$ cat src/rtl/ct_ebiu_lpctl.sv
`default_nettype none
// ============================================================================
// Module   : ct_ebiu_lpctl
// Brief    : AXI low-power (csysreq/csysack/cactive) controller for the EBIU
//            master port. Drains or holds EBIU traffic, then accepts (or,
//            with EBIU_LP_DENY_EN defined, denies) the low-power request.
// Revision : 1.0 - initial release
// ============================================================================
module ct_ebiu_lpctl #(
  parameter int SYNC_STAGES  = 2,
  parameter int IDLE_THRESH  = 8,
  parameter int DENY_TIMEOUT = 64
) (
  input  logic       forever_cpuclk_i,
  input  logic       cpurst_b_i,
  input  logic       clk_en_i,
  input  logic       pad_ebiu_csysreq_i,
  input  logic       ebiu_xx_no_op_i,
  input  logic       ebiu_lp_wake_req_i,
  output logic       ebiu_pad_csysack_o,
  output logic       ebiu_pad_cactive_o,
  output logic       ebiu_lp_hold_o,
  output logic [1:0] ebiu_lp_state_o
);

  typedef enum logic [1:0] {
    ST_RUN   = 2'b00,
    ST_DRAIN = 2'b01,
    ST_LP    = 2'b10,
    ST_DENY  = 2'b11
  } lp_state_e;

  localparam logic [3:0] c_idle_thresh = 4'(IDLE_THRESH);

  if (SYNC_STAGES < 2 || IDLE_THRESH < 1 || IDLE_THRESH > 15 ||
      DENY_TIMEOUT < 1 || DENY_TIMEOUT > 255) begin : g_bad_params
    $error("ct_ebiu_lpctl: parameter out of range");
  end

  // Request synchronizer runs on every clock so the request is never lost
  // while the bus-ratio enable is low.
  logic [SYNC_STAGES-1:0] sync_q;
  logic                   w_req_s;

  always_ff @(posedge forever_cpuclk_i or negedge cpurst_b_i) begin
    if (!cpurst_b_i) begin
      sync_q <= '1;
    end else begin
      sync_q <= {sync_q[SYNC_STAGES-2:0], pad_ebiu_csysreq_i};
    end
  end

  assign w_req_s = sync_q[SYNC_STAGES-1];

  logic [3:0] idle_cnt_q;
  logic [3:0] idle_cnt_d;
  logic       w_idle_cactive;

  always_comb begin
    idle_cnt_d = idle_cnt_q;
    if (!ebiu_xx_no_op_i) begin
      idle_cnt_d = '0;
    end else if (idle_cnt_q != c_idle_thresh) begin
      idle_cnt_d = idle_cnt_q + 4'd1;
    end
  end

  assign w_idle_cactive = (idle_cnt_d != c_idle_thresh);

`ifdef EBIU_LP_DENY_EN
  localparam logic [7:0] c_deny_last = 8'(DENY_TIMEOUT - 1);
  logic [7:0] deny_cnt_q;
`endif

  lp_state_e state_q;
  logic      csysack_q;
  logic      cactive_q;
  logic      hold_q;

  always_ff @(posedge forever_cpuclk_i or negedge cpurst_b_i) begin
    if (!cpurst_b_i) begin
      state_q    <= ST_RUN;
      csysack_q  <= 1'b1;
      cactive_q  <= 1'b1;
      hold_q     <= 1'b0;
      idle_cnt_q <= '0;
`ifdef EBIU_LP_DENY_EN
      deny_cnt_q <= '0;
`endif
    end else if (clk_en_i) begin
      idle_cnt_q <= idle_cnt_d;
      case (state_q)
        ST_RUN: begin
          if (!w_req_s) begin
            state_q   <= ST_DRAIN;
            hold_q    <= 1'b1;
            cactive_q <= 1'b1;
`ifdef EBIU_LP_DENY_EN
            deny_cnt_q <= '0;
`endif
          end else begin
            cactive_q <= w_idle_cactive;
          end
        end
        ST_DRAIN: begin
          // A withdrawn request beats a simultaneous idle: no ack is issued.
          if (w_req_s) begin
            state_q   <= ST_RUN;
            hold_q    <= 1'b0;
            cactive_q <= 1'b1;
          end else if (ebiu_xx_no_op_i) begin
            state_q   <= ST_LP;
            csysack_q <= 1'b0;
            cactive_q <= 1'b0;
          end
`ifdef EBIU_LP_DENY_EN
          else if (deny_cnt_q == c_deny_last) begin
            state_q   <= ST_DENY;
            csysack_q <= 1'b0;
            cactive_q <= 1'b1;
            hold_q    <= 1'b0;
          end else begin
            deny_cnt_q <= deny_cnt_q + 8'd1;
          end
`endif
        end
        ST_LP: begin
          if (w_req_s) begin
            state_q   <= ST_RUN;
            csysack_q <= 1'b1;
            cactive_q <= 1'b1;
            hold_q    <= 1'b0;
          end else if (ebiu_lp_wake_req_i) begin
            cactive_q <= 1'b1;
          end
        end
`ifdef EBIU_LP_DENY_EN
        ST_DENY: begin
          if (w_req_s) begin
            state_q   <= ST_RUN;
            csysack_q <= 1'b1;
            cactive_q <= 1'b1;
            hold_q    <= 1'b0;
          end
        end
`endif
        default: begin
          state_q   <= ST_RUN;
          csysack_q <= 1'b1;
          cactive_q <= 1'b1;
          hold_q    <= 1'b0;
        end
      endcase
    end
  end

  assign ebiu_pad_csysack_o = csysack_q;
  assign ebiu_pad_cactive_o = cactive_q;
  assign ebiu_lp_hold_o     = hold_q;
  assign ebiu_lp_state_o    = state_q;

endmodule
`default_nettype wire

$ cat config.mk
export PLATFORM = sky130hd
export DESIGN_NAME = ct_ebiu_lpctl
export DESIGN_NICKNAME = d
export VERILOG_FILES = /design/src/rtl/ct_ebiu_lpctl.sv
export SDC_FILE = /design/constraint.sdc
export NUM_CORES = 1
export LEC_CHECK = 0
export ABC_AREA = 1
export BUFFER_PORTS_ARGS = -buffer_cell sky130_fd_sc_hd__buf_2
export CORE_AREA = 2 2 39 41
export DETAILED_ROUTE_END_ITERATION = 16
export DIE_AREA = 0 0 41 43
export MAX_ROUTING_LAYER = met4
export PLACE_DENSITY = 0.7
export RECOVER_POWER = 100
export SYNTH_ARGS = -nofsm -noshare
export SYNTH_HDL_FRONTEND = slang
export SYNTH_SLANG_ARGS = --single-unit
$ cat constraint.sdc
create_clock -name forever_cpuclk_i -period 2.2 [get_ports forever_cpuclk_i]
set_input_delay 0.44 -clock forever_cpuclk_i [delete_from_list [all_inputs] [get_ports forever_cpuclk_i]]
set_output_delay 0.44 -clock forever_cpuclk_i [all_outputs]
set_load 0.1 [all_outputs]
# After elaboration in Yosys (flattened, before gate mapping)
# Cells that the tools add are included.
[op_classes]
n_addsub = 1
eq_ne = 11
n_mux = 19
n_bitwise = 1
reduce_logical = 6
[op_table]
columns = ["op", "n"]
rows = [
  ["1-bit two-way mux", 9],
  ["2-bit two-way mux", 4],
  ["4-bit two-way mux", 2],
  ["2-bit inequality test, second input constant", 4],
  ["4-bit inequality test, second input constant", 2],
  ["3-bit inequality test, second input constant", 2],
  ["1-bit one-hot mux with 3 select lines", 2],
  ["2-bit one-hot mux with 3 select lines", 1],
  ["3-bit AND reduction", 2],
  ["5-bit AND reduction", 1],
  ["4-bit by 1-bit adder with 4-bit output, second input constant", 1],
  ["4-bit AND reduction", 1],
  ["2-bit by 1-bit equality test with 1-bit output, second input constant", 1],
  ["2-bit equality test, second input constant", 1],
  ["2-bit logical NOT", 1],
  ["2-bit by 1-bit inequality test with 1-bit output, second input constant", 1],
  ["1-bit one-hot mux with 2 select lines", 1],
  ["2-bit OR reduction", 1],
  ["1-bit inverter", 1],
]
[word_totals]
register_bits = 11
input_bits = 6
word_cells = 44

# Logic depth before layout (Yosys ltp)
# Gate-level depths: netlist of run 1.
[logic_depth]
ltp_word = 6
ltp_mapped = 9
mapped_depth_nobuf = 9

# Worst setup path before layout of run 1
# No wires, ideal clock.
[synth_timing]
kind = "flip-flop to flip-flop"
start = "register state_q[0], in the netlist ebiu_lp_state_o[0]"
end = "register state_q[0], in the netlist ebiu_lp_state_o[0]"
setup_time_ns = 0.125
t_arrival_ns = 1.762
t_required_ns = 2.075
path_slack_ns = 0.313
path_stages_with_launch = 7
n_path_buf = 0
path_cell_list = "dfrtp_1 > inv_1 > ha_1 > a21oi_2 > nand3_1 > nand2_1 > o21ai_1"
[synth_between]
elab_chain_cells = 3
word_cells_on_any_way = 8
classes_between = "eq/ne (5); mux (1); reduce/logical (2)"
[synth_rtl]
columns = ["element", "line", "rtl"]
rows = [
  ["start, declared", "75", "lp_state_e state_q;"],
  ["start signal, assigned", "82", "state_q <= ST_RUN;"],
  ["start signal, assigned", "95", "state_q <= ST_DRAIN;"],
  ["start signal, assigned", "108", "state_q <= ST_RUN;"],
  ["2-bit by 1-bit equality test with 1-bit output (tied with other cells)", "92", "case (state_q)"],
  ["3-bit inequality test (no line) / 2-bit inequality test (equally long branches)", "n/a", ""],
  ["4-bit AND reduction (no line)", "n/a", ""],
]
# Parallel ways exist; a longest one is shown, timed or not.
# A chain may end at the register's enable or synchronous reset.

# Worst setup path after layout of run 1
[layout_timing]
start = "register csysack_q, in the netlist ebiu_pad_csysack_o"
end = "output port ebiu_pad_csysack_o"
[layout_rtl]
columns = ["element", "line", "rtl"]
rows = [
  ["start, declared", "76", "logic csysack_q;"],
  ["start signal, assigned", "83", "csysack_q <= 1'b1;"],
  ["start signal, assigned", "113", "csysack_q <= 1'b0;"],
  ["start signal, assigned", "130", "csysack_q <= 1'b1;"],
  ["end, declared", "20", "output logic ebiu_pad_csysack_o,"],
]
# No word-level cell between the ends.

==> results of run 1 <==
## layout make-up
cell class / count / area share, %
clock buffer: 4 / 3.61
inverter: 18 / 9.29
multi-input combinational: 52 / 39.1
sequential: 11 / 38.6
tap: 16 / 2.75
timing repair buffer: 10 / 6.71
## flip-flops by register name, indices dropped and copies added (netlist names)
signal              flops
idle_cnt_q              4
ebiu_lp_state_o         2
ebiu_pad_csysack_o      1
ebiu_pad_cactive_o      1
ebiu_lp_hold_o          1
sync_q                  2
## path summary, 6_finish.rpt
kind / startpoint / end / cells past startpoint
setup / recovery: ebiu_pad_csysack_o$_DFFE_PN1P_ / ebiu_pad_csysack_o / 1
hold / removal: cpurst_b_i / ebiu_lp_state_o[1]$_DFFE_PN0P_ / 1
setup reg to reg: ebiu_lp_state_o[0]$_DFFE_PN0P_ / ebiu_lp_state_o[0]$_DFFE_PN0P_ / 6
hold reg to reg: sync_q[0]$_DFF_PN1_ / sync_q[1]$_DFF_PN1_ / 0
max in group asynchronous: cpurst_b_i / ebiu_lp_hold_o$_DFFE_PN0P_ / 1
min in group forever_cpuclk_i: pad_ebiu_csysreq_i / sync_q[0]$_DFF_PN1_ / 1
## cell usage in the layout, fill, tap and decap left out
cell type,count
clkbuf_4,3
o31ai_1,1
o211ai_1,1
nor2_2,1
buf_2,5
dfstp_2,4
inv_1,15
nand3_1,5
clkbuf_1,2
nand4_1,2
nand2_1,18
nand2_2,1
clkbuf_2,4
a21oi_1,2
ha_1,5
o21ai_0,9
inv_2,3
o21ai_1,1
nor2_1,5
nand3_2,1
dfrtp_1,7
## synthesized netlist by cell type
cell type | n | area (µm²)
o31ai_1 | 1 | 7.51
nor2_1 | 4 | 15.0
nand3_2 | 1 | 10.0
dfstp_2 | 4 | 105
nand2_1 | 18 | 67.6
nor2_2 | 2 | 12.5
nand3_1 | 5 | 25.0
dfrtp_1 | 7 | 175
o211ai_1 | 1 | 7.51
o21ai_1 | 4 | 20.0
inv_2 | 3 | 11.3
inv_1 | 15 | 56.3
a21oi_2 | 2 | 17.5
nand4_1 | 2 | 12.5
o21ai_0 | 6 | 30.0
nand2_2 | 1 | 6.26
ha_1 | 5 | 62.6
## cells by family after synthesis
logic type      Yosys count  share of synthesized area [%]
simple gates             33                           23.2
buf+inv                  18                           10.5
compound gates           14                           12.9
flops                    11                           43.7
fa+ha+maj                 5                           9.75
## power by group
group	switching, W	internal (W)
combinational	0.000465	0.000114
sequential	0.0000406	0.000264
clock	0.0000648	0.0000703
total	0.000570	0.000448
## metal layers
| metal | track usage (%) | vias to the layer above | share of wire, % |
|---|---|---|---|
| li1 | - | 284 | - |
| met1 | 19.8 | 223 | 47 |
| met2 | 24.1 | 10 | 46 |
| met5 | - | - | 0 |
| met4 | 14.0 | 0 | 3.7 |
| met3 | 3.14 | 5 | 3.2 |
## per-stage QoR
| step | util, % | instance area (µm²) | total power, W | std cells |
|---|---|---|---|---|
| 2_1_floorplan | - | 642 | 0.000812 | 81 |
| 3_3_place_gp | 51.4 | 712 | 0.000900 | 107 |
| 3_5_place_dp | 51.4 | 712 | 0.000905 | 107 |
| 4_1_cts | 53.3 | 738 | 0.00105 | 111 |
| 5_1_grt | 52.5 | 727 | 0.00109 | 111 |
| 6_report | 52.5 | 727 | 0.00102 | 111 |
==> impl_metrics.env, run 1 <==
export IMPL_postRouteAntennaNets=0
export IMPL_post_synth_inst_count=81
export IMPL_wire_length_after_detailed_routing_um=1140
export IMPL_outcome="complete, no violations"
export IMPL_static_leakage_power_nw=0.369
export IMPL_timing_final_crit_share_pct=76.8
export IMPL_die_x_um=41
export IMPL_path_cells="clkbuf_2"
export IMPL_grt_first_pass_wirelength_um=1880
export IMPL_max_stage_delay_ns=0.53
export IMPL_top_level_ports=11
export IMPL_grt_overflow_total=0
export IMPL_flow_area_growth_from_synthesis_pct=13.3
export IMPL_tritoncts="done"
export IMPL_timing_critical_path_max_delay_family="flip-flops"
export IMPL_layout_drive_gt1_share_pct=23.2
export IMPL_critical_path_required_ns=1.76
export IMPL_synth_cell_type_count=17
export IMPL_gp_congestion=0.707
export IMPL_multiInputGateArea_um2=284
export IMPL_timing_hold_violations_final=0
export IMPL_post_cts_resized_instances=0
export IMPL_detailedRoute_firstPassIterationCount=4
export IMPL_postLayoutSetupSlackWorst_ns=0.511
export IMPL_clockBufferDepth=2
export IMPL_count_of_vias_placed_by_the_detailed_router=522
export IMPL_worstPathArrival_ns=1.25
export IMPL_critPathBufInv=1
export IMPL_root_buffer="clkbuf_4"
export IMPL_worst_setup_path_end_kind="primary output"
export IMPL_yosys_register_bits=11
export IMPL_wl_per_cell_um=10.2
export IMPL_postCtsHoldBufs=0
export IMPL_power_density_nw_per_um2=1400
export IMPL_crit_path_max_fanout=2
export IMPL_max_cap_violations=0
export IMPL_cts_buffers=3
export IMPL_ff2ff_setup_slack_ns=0.84
export IMPL_die_area_um2=1760
export IMPL_floorplan_initialDensity_pct=46.4
export IMPL_totalNegativeSetupSlack_ns=0
export IMPL_core_area_um2=1380
export IMPL_critical_path_slowest_cell="dfstp_2"
export IMPL_dp_hpwl_um=875
export IMPL_maximum_number_of_pins_on_one_net_before_global_route_repair=12
export IMPL_layout_min_cycle_time_ns=1.69
export IMPL_chipHeight_um=43
export IMPL_antenna_found_initial=0
export IMPL_synthesis_nets=92
export IMPL_summed_instance_area_of_the_synthesized_netlist_um2=642
export IMPL_postCtsSetupRepairBufs=0
export IMPL_setup_viol=0
export IMPL_placement_rows=14
export IMPL_clock_sinks=11
export IMPL_clock_skew_ns=0.00147
export IMPL_nets=107
export IMPL_tightestPinTransition_ns=0.582
export IMPL_drt_initial_drc_count=7
export IMPL_rsz_0062_raised_after_global_routing="false"
export IMPL_path_clk_slew_ns=0.06
export IMPL_drt_drc_violations_left=0
export IMPL_nFillCells=124
export IMPL_io_buffer_count=10
export IMPL_slew_limit_headroom_pct=61.2
export IMPL_hold_path_class="in2async"
export IMPL_slew_viol_final=0
export IMPL_kind_of_start_point_of_the_critical_path="flop"
export IMPL_ff_latch_area_um2=280
export IMPL_post_drt_via_cell_ratio=4.70
export IMPL_maxClockFrequency_mhz=592
export IMPL_yosysSeqAreaShare_pct=43.7
export IMPL_grt_use_total_pct=17.0
export IMPL_yosys_warnings=0
export IMPL_synthesized_area_per_cell_um2=7.92
export IMPL_place_ws_ns=0.832
export IMPL_cts_max_level=1
export IMPL_peak_ir_drop_on_the_vdd_network_uv=853
export IMPL_timing_setup_critical_path_class="reg2out"
export IMPL_antenna_cells_inserted=0
export IMPL_first_global_vias=476
export IMPL_clock_latency_at_the_later_pin_of_the_worst_skew_pair_ns=0.27
export IMPL_worst_hold_slack_ns=0.137
Power figures use the tool's default switching activity.
==> inputs of run 2 (changes only) <==
Settings changed: ABC_AREA 1 to 0.
Clock period 2.2 ns to 1.61 ns, I/O delays scaled along.
==> run 2 against run 1 <==
  * Final cell count fell by 7.2%
  * Combinational power rose by 60%
  * Clock skew rose by 0.0074 ns
  * First-iteration DRC count fell by 43%
  * Die area did not move
  * Total power rose by 56%
  * Final area rose by 10%
  * Largest cell class unchanged
  * Largest power group unchanged
==> impl_metrics.env, run 2 <==
export IMPL_hold_path_class="in2reg"
export IMPL_max_stage_delay_ns=0.54
export IMPL_nets=99
export IMPL_maximum_number_of_pins_on_one_net_before_global_route_repair=15
export IMPL_synthesis_nets=81
export IMPL_finish_utilization_pct=58.0
export IMPL_drt_drc_violations_left=0
export IMPL_power_density_nw_per_um2=1980
export IMPL_async_reset_ff_share_pct=100
export IMPL_grt_use_total_pct=18.2
export IMPL_slew_limit_headroom_pct=58.4
export IMPL_clockBufferDepth=2
export IMPL_dp_hpwl_um=978
export IMPL_detailedRoute_firstPassIterationCount=4
export IMPL_postLayoutSetupSlackWorst_ns=0.0510
export IMPL_flow_area_growth_from_synthesis_pct=25.0
export IMPL_area_fraction_of_the_dominant_cell_type_after_synthesis_pct=27.3
export IMPL_first_global_vias=501
export IMPL_grt_overflow_total=0
export IMPL_synth_top_cells_by_count="7 x dfrtp_1, 7 x nand2_1, 6 x inv_1, 6 x o21ai_0"
export IMPL_cts_max_level=1
export IMPL_timing_final_crit_share_pct=96.8
export IMPL_path_clk_slew_ns=0.06
export IMPL_root_buffer="clkbuf_4"
export IMPL_static_leakage_power_nw=0.345
export IMPL_clock_latency_at_the_later_pin_of_the_worst_skew_pair_ns=0.27
export IMPL_post_cts_resized_instances=0
export IMPL_layout_drive_gt1_share_pct=28.7
export IMPL_nFillCells=132
export IMPL_setup_viol=0
export IMPL_cp_num_cells=1
export IMPL_placement_rows=14
export IMPL_tritoncts="done"
export IMPL_yosys_area_top_type="dfrtp_1"
export IMPL_tightestPinTransition_ns=0.624
export IMPL_summed_instance_area_of_the_synthesized_netlist_um2=642
export IMPL_grt_first_pass_wirelength_um=2110
export IMPL_timing_setup_critical_path_class="reg2out"
export IMPL_antenna_cells_inserted=0
export IMPL_rsz_0062_raised_after_global_routing="false"
export IMPL_die_x_um=41
export IMPL_multiInputGateArea_um2=362
export IMPL_antenna_found_initial=0
export IMPL_cts_buffers=3
export IMPL_post_drt_via_cell_ratio=5.58
export IMPL_final_common_cell="nand2_1"
export IMPL_wire_length_after_detailed_routing_um=1270
export IMPL_gp_congestion=0.781
export IMPL_max_cap_violations=0
export IMPL_worst_hold_slack_ns=0.151
export IMPL_count_of_vias_placed_by_the_detailed_router=575
export IMPL_timing_reg2reg_worst_path_depth=5
export IMPL_synth_main_ff_cell="dfrtp_1"
export IMPL_peak_ir_drop_on_the_vdd_network_uv=1300
export IMPL_max_flop_register="idle_cnt_q"
export IMPL_floorplan_initialDensity_pct=46.4
export IMPL_drt_initial_drc_count=4
export IMPL_core_area_um2=1380
export IMPL_chipHeight_um=43
export IMPL_wl_per_cell_um=12.3
export IMPL_post_synth_inst_count=70
export IMPL_critical_r2r_capture="ebiu_pad_cactive_o$_DFFE_PN1P_"
export IMPL_postRouteAntennaNets=0
export IMPL_critPathCapture="ebiu_pad_csysack_o"
export IMPL_yosys_register_bits=11
export IMPL_critical_path_slowest_cell="dfstp_1"
export IMPL_path_cells="buf_2"
export IMPL_clock_skew_ns=0.00888
export IMPL_critPathBufInv=1
export IMPL_timing_critical_path_max_delay_family="flip-flops"
export IMPL_timing_rr_start="idle_cnt_q[1]$_DFFE_PN0P_"
export IMPL_worst_setup_path_end_kind="primary output"
export IMPL_ff_latch_area_um2=288
export IMPL_ff2ff_setup_slack_ns=0.08
export IMPL_place_ws_ns=0.0804
export IMPL_io_buffer_count=10
export IMPL_timing_critical_path_from="ebiu_pad_csysack_o$_DFFE_PN1P_"
export IMPL_layout_min_cycle_time_ns=1.56
export IMPL_outcome="complete, no violations"
export IMPL_layout_common_cells="7 x nand2_1, 6 x o21ai_0, 6 x buf_2, 5 x a21oi_1, 5 x dfrtp_1"
export IMPL_hold_path_cell_count=1
export IMPL_yosys_warnings=0
export IMPL_ys_top_cells_by_area="dfrtp_1 27%, dfstp_2 16%, ha_1 9.7%, o21ai_0 4.7%, nand2_1 4.1%"
export IMPL_largest_register_ffs=4
export IMPL_top_level_ports=11
export IMPL_kind_of_start_point_of_the_critical_path="flop"
export IMPL_slew_viol_final=0
export IMPL_maxClockFrequency_mhz=641
export IMPL_worstPathArrival_ns=1.24
export IMPL_crit_path_max_fanout=3
export IMPL_yosysSeqAreaShare_pct=43.7
export IMPL_critical_path_required_ns=1.29
export IMPL_synth_edf_count=0
export IMPL_clock_sinks=11
export IMPL_synth_cell_type_count=28
export IMPL_die_area_um2=1760
export IMPL_synthesized_area_per_cell_um2=9.17
export IMPL_timing_hold_violations_final=0
run 2: stage by stage:
| stage | area (µm²) | TNS, ns | std cells | power (W) |
|---|---|---|---|---|
| after floorplan | 686 | -0.0613 | 70 | 0.00125 |
| after global placement | 774 | 0 | 98 | 0.00141 |
| after detailed placement | 774 | 0 | 98 | 0.00142 |
| after CTS | 811 | 0 | 103 | 0.00162 |
| after global routing | 802 | 0 | 103 | 0.00169 |
| final | 802 | 0 | 103 | 0.00159 |
run 2: worst min path at each step:
stage / startpoint / endpoint / slack [ns]
global route: pad_ebiu_csysreq_i / sync_q[0]$_DFF_PN1_ / 0.14
floorplan: cpurst_b_i / ebiu_lp_hold_o$_DFFE_PN0P_ / 0.03
finish: pad_ebiu_csysreq_i / sync_q[0]$_DFF_PN1_ / 0.15
global placement: cpurst_b_i / ebiu_lp_state_o[0]$_DFFE_PN0P_ / 0.20
detailed placement: cpurst_b_i / ebiu_lp_state_o[0]$_DFFE_PN0P_ / 0.21
CTS: pad_ebiu_csysreq_i / sync_q[0]$_DFF_PN1_ / 0.15
run 2: logic make-up (layout without fill, tap and decap cells):
family,count (synthesis),count (layout),synth area share (%)
simple gates,24,24,20.3
compound gates,21,21,20.1
mux,1,1,1.56
fa+ha+maj,5,5,9.75
buf+inv,8,25,4.68
flops,11,11,43.7
run 2: power by group:
group	internal [W]	switching, W	leakage [nW]
logic	0.000245	0.000683	0.200
registers	0.000386	0.0000840	0.129
clock network	0.0000960	0.0000940	0.0150
run 2: layout make-up:
type | instances | share of cell area (%)
Inverter | 7 | 3.59
Clock buffer | 4 | 3.28
Sequential cell | 11 | 35.9
Tap cell | 16 | 2.50
Multi-Input combinational cell | 51 | 45.1
Timing Repair Buffer | 14 | 9.67
run 2: metal layers:
layer,vias to the layer above,global-route usage (%),share of wire (%)
met5,-,-,0
met4,0,8.00,1.5
met3,2,3.14,3.5
met2,8,25.6,50
met1,276,25.0,44
li1,289,-,-
run 2: what timing repair did:
action,4_1_cts,5_1_grt
hold buffers,1,0
buffers inserted,0,0
endpoints found under the hold margin,7,0
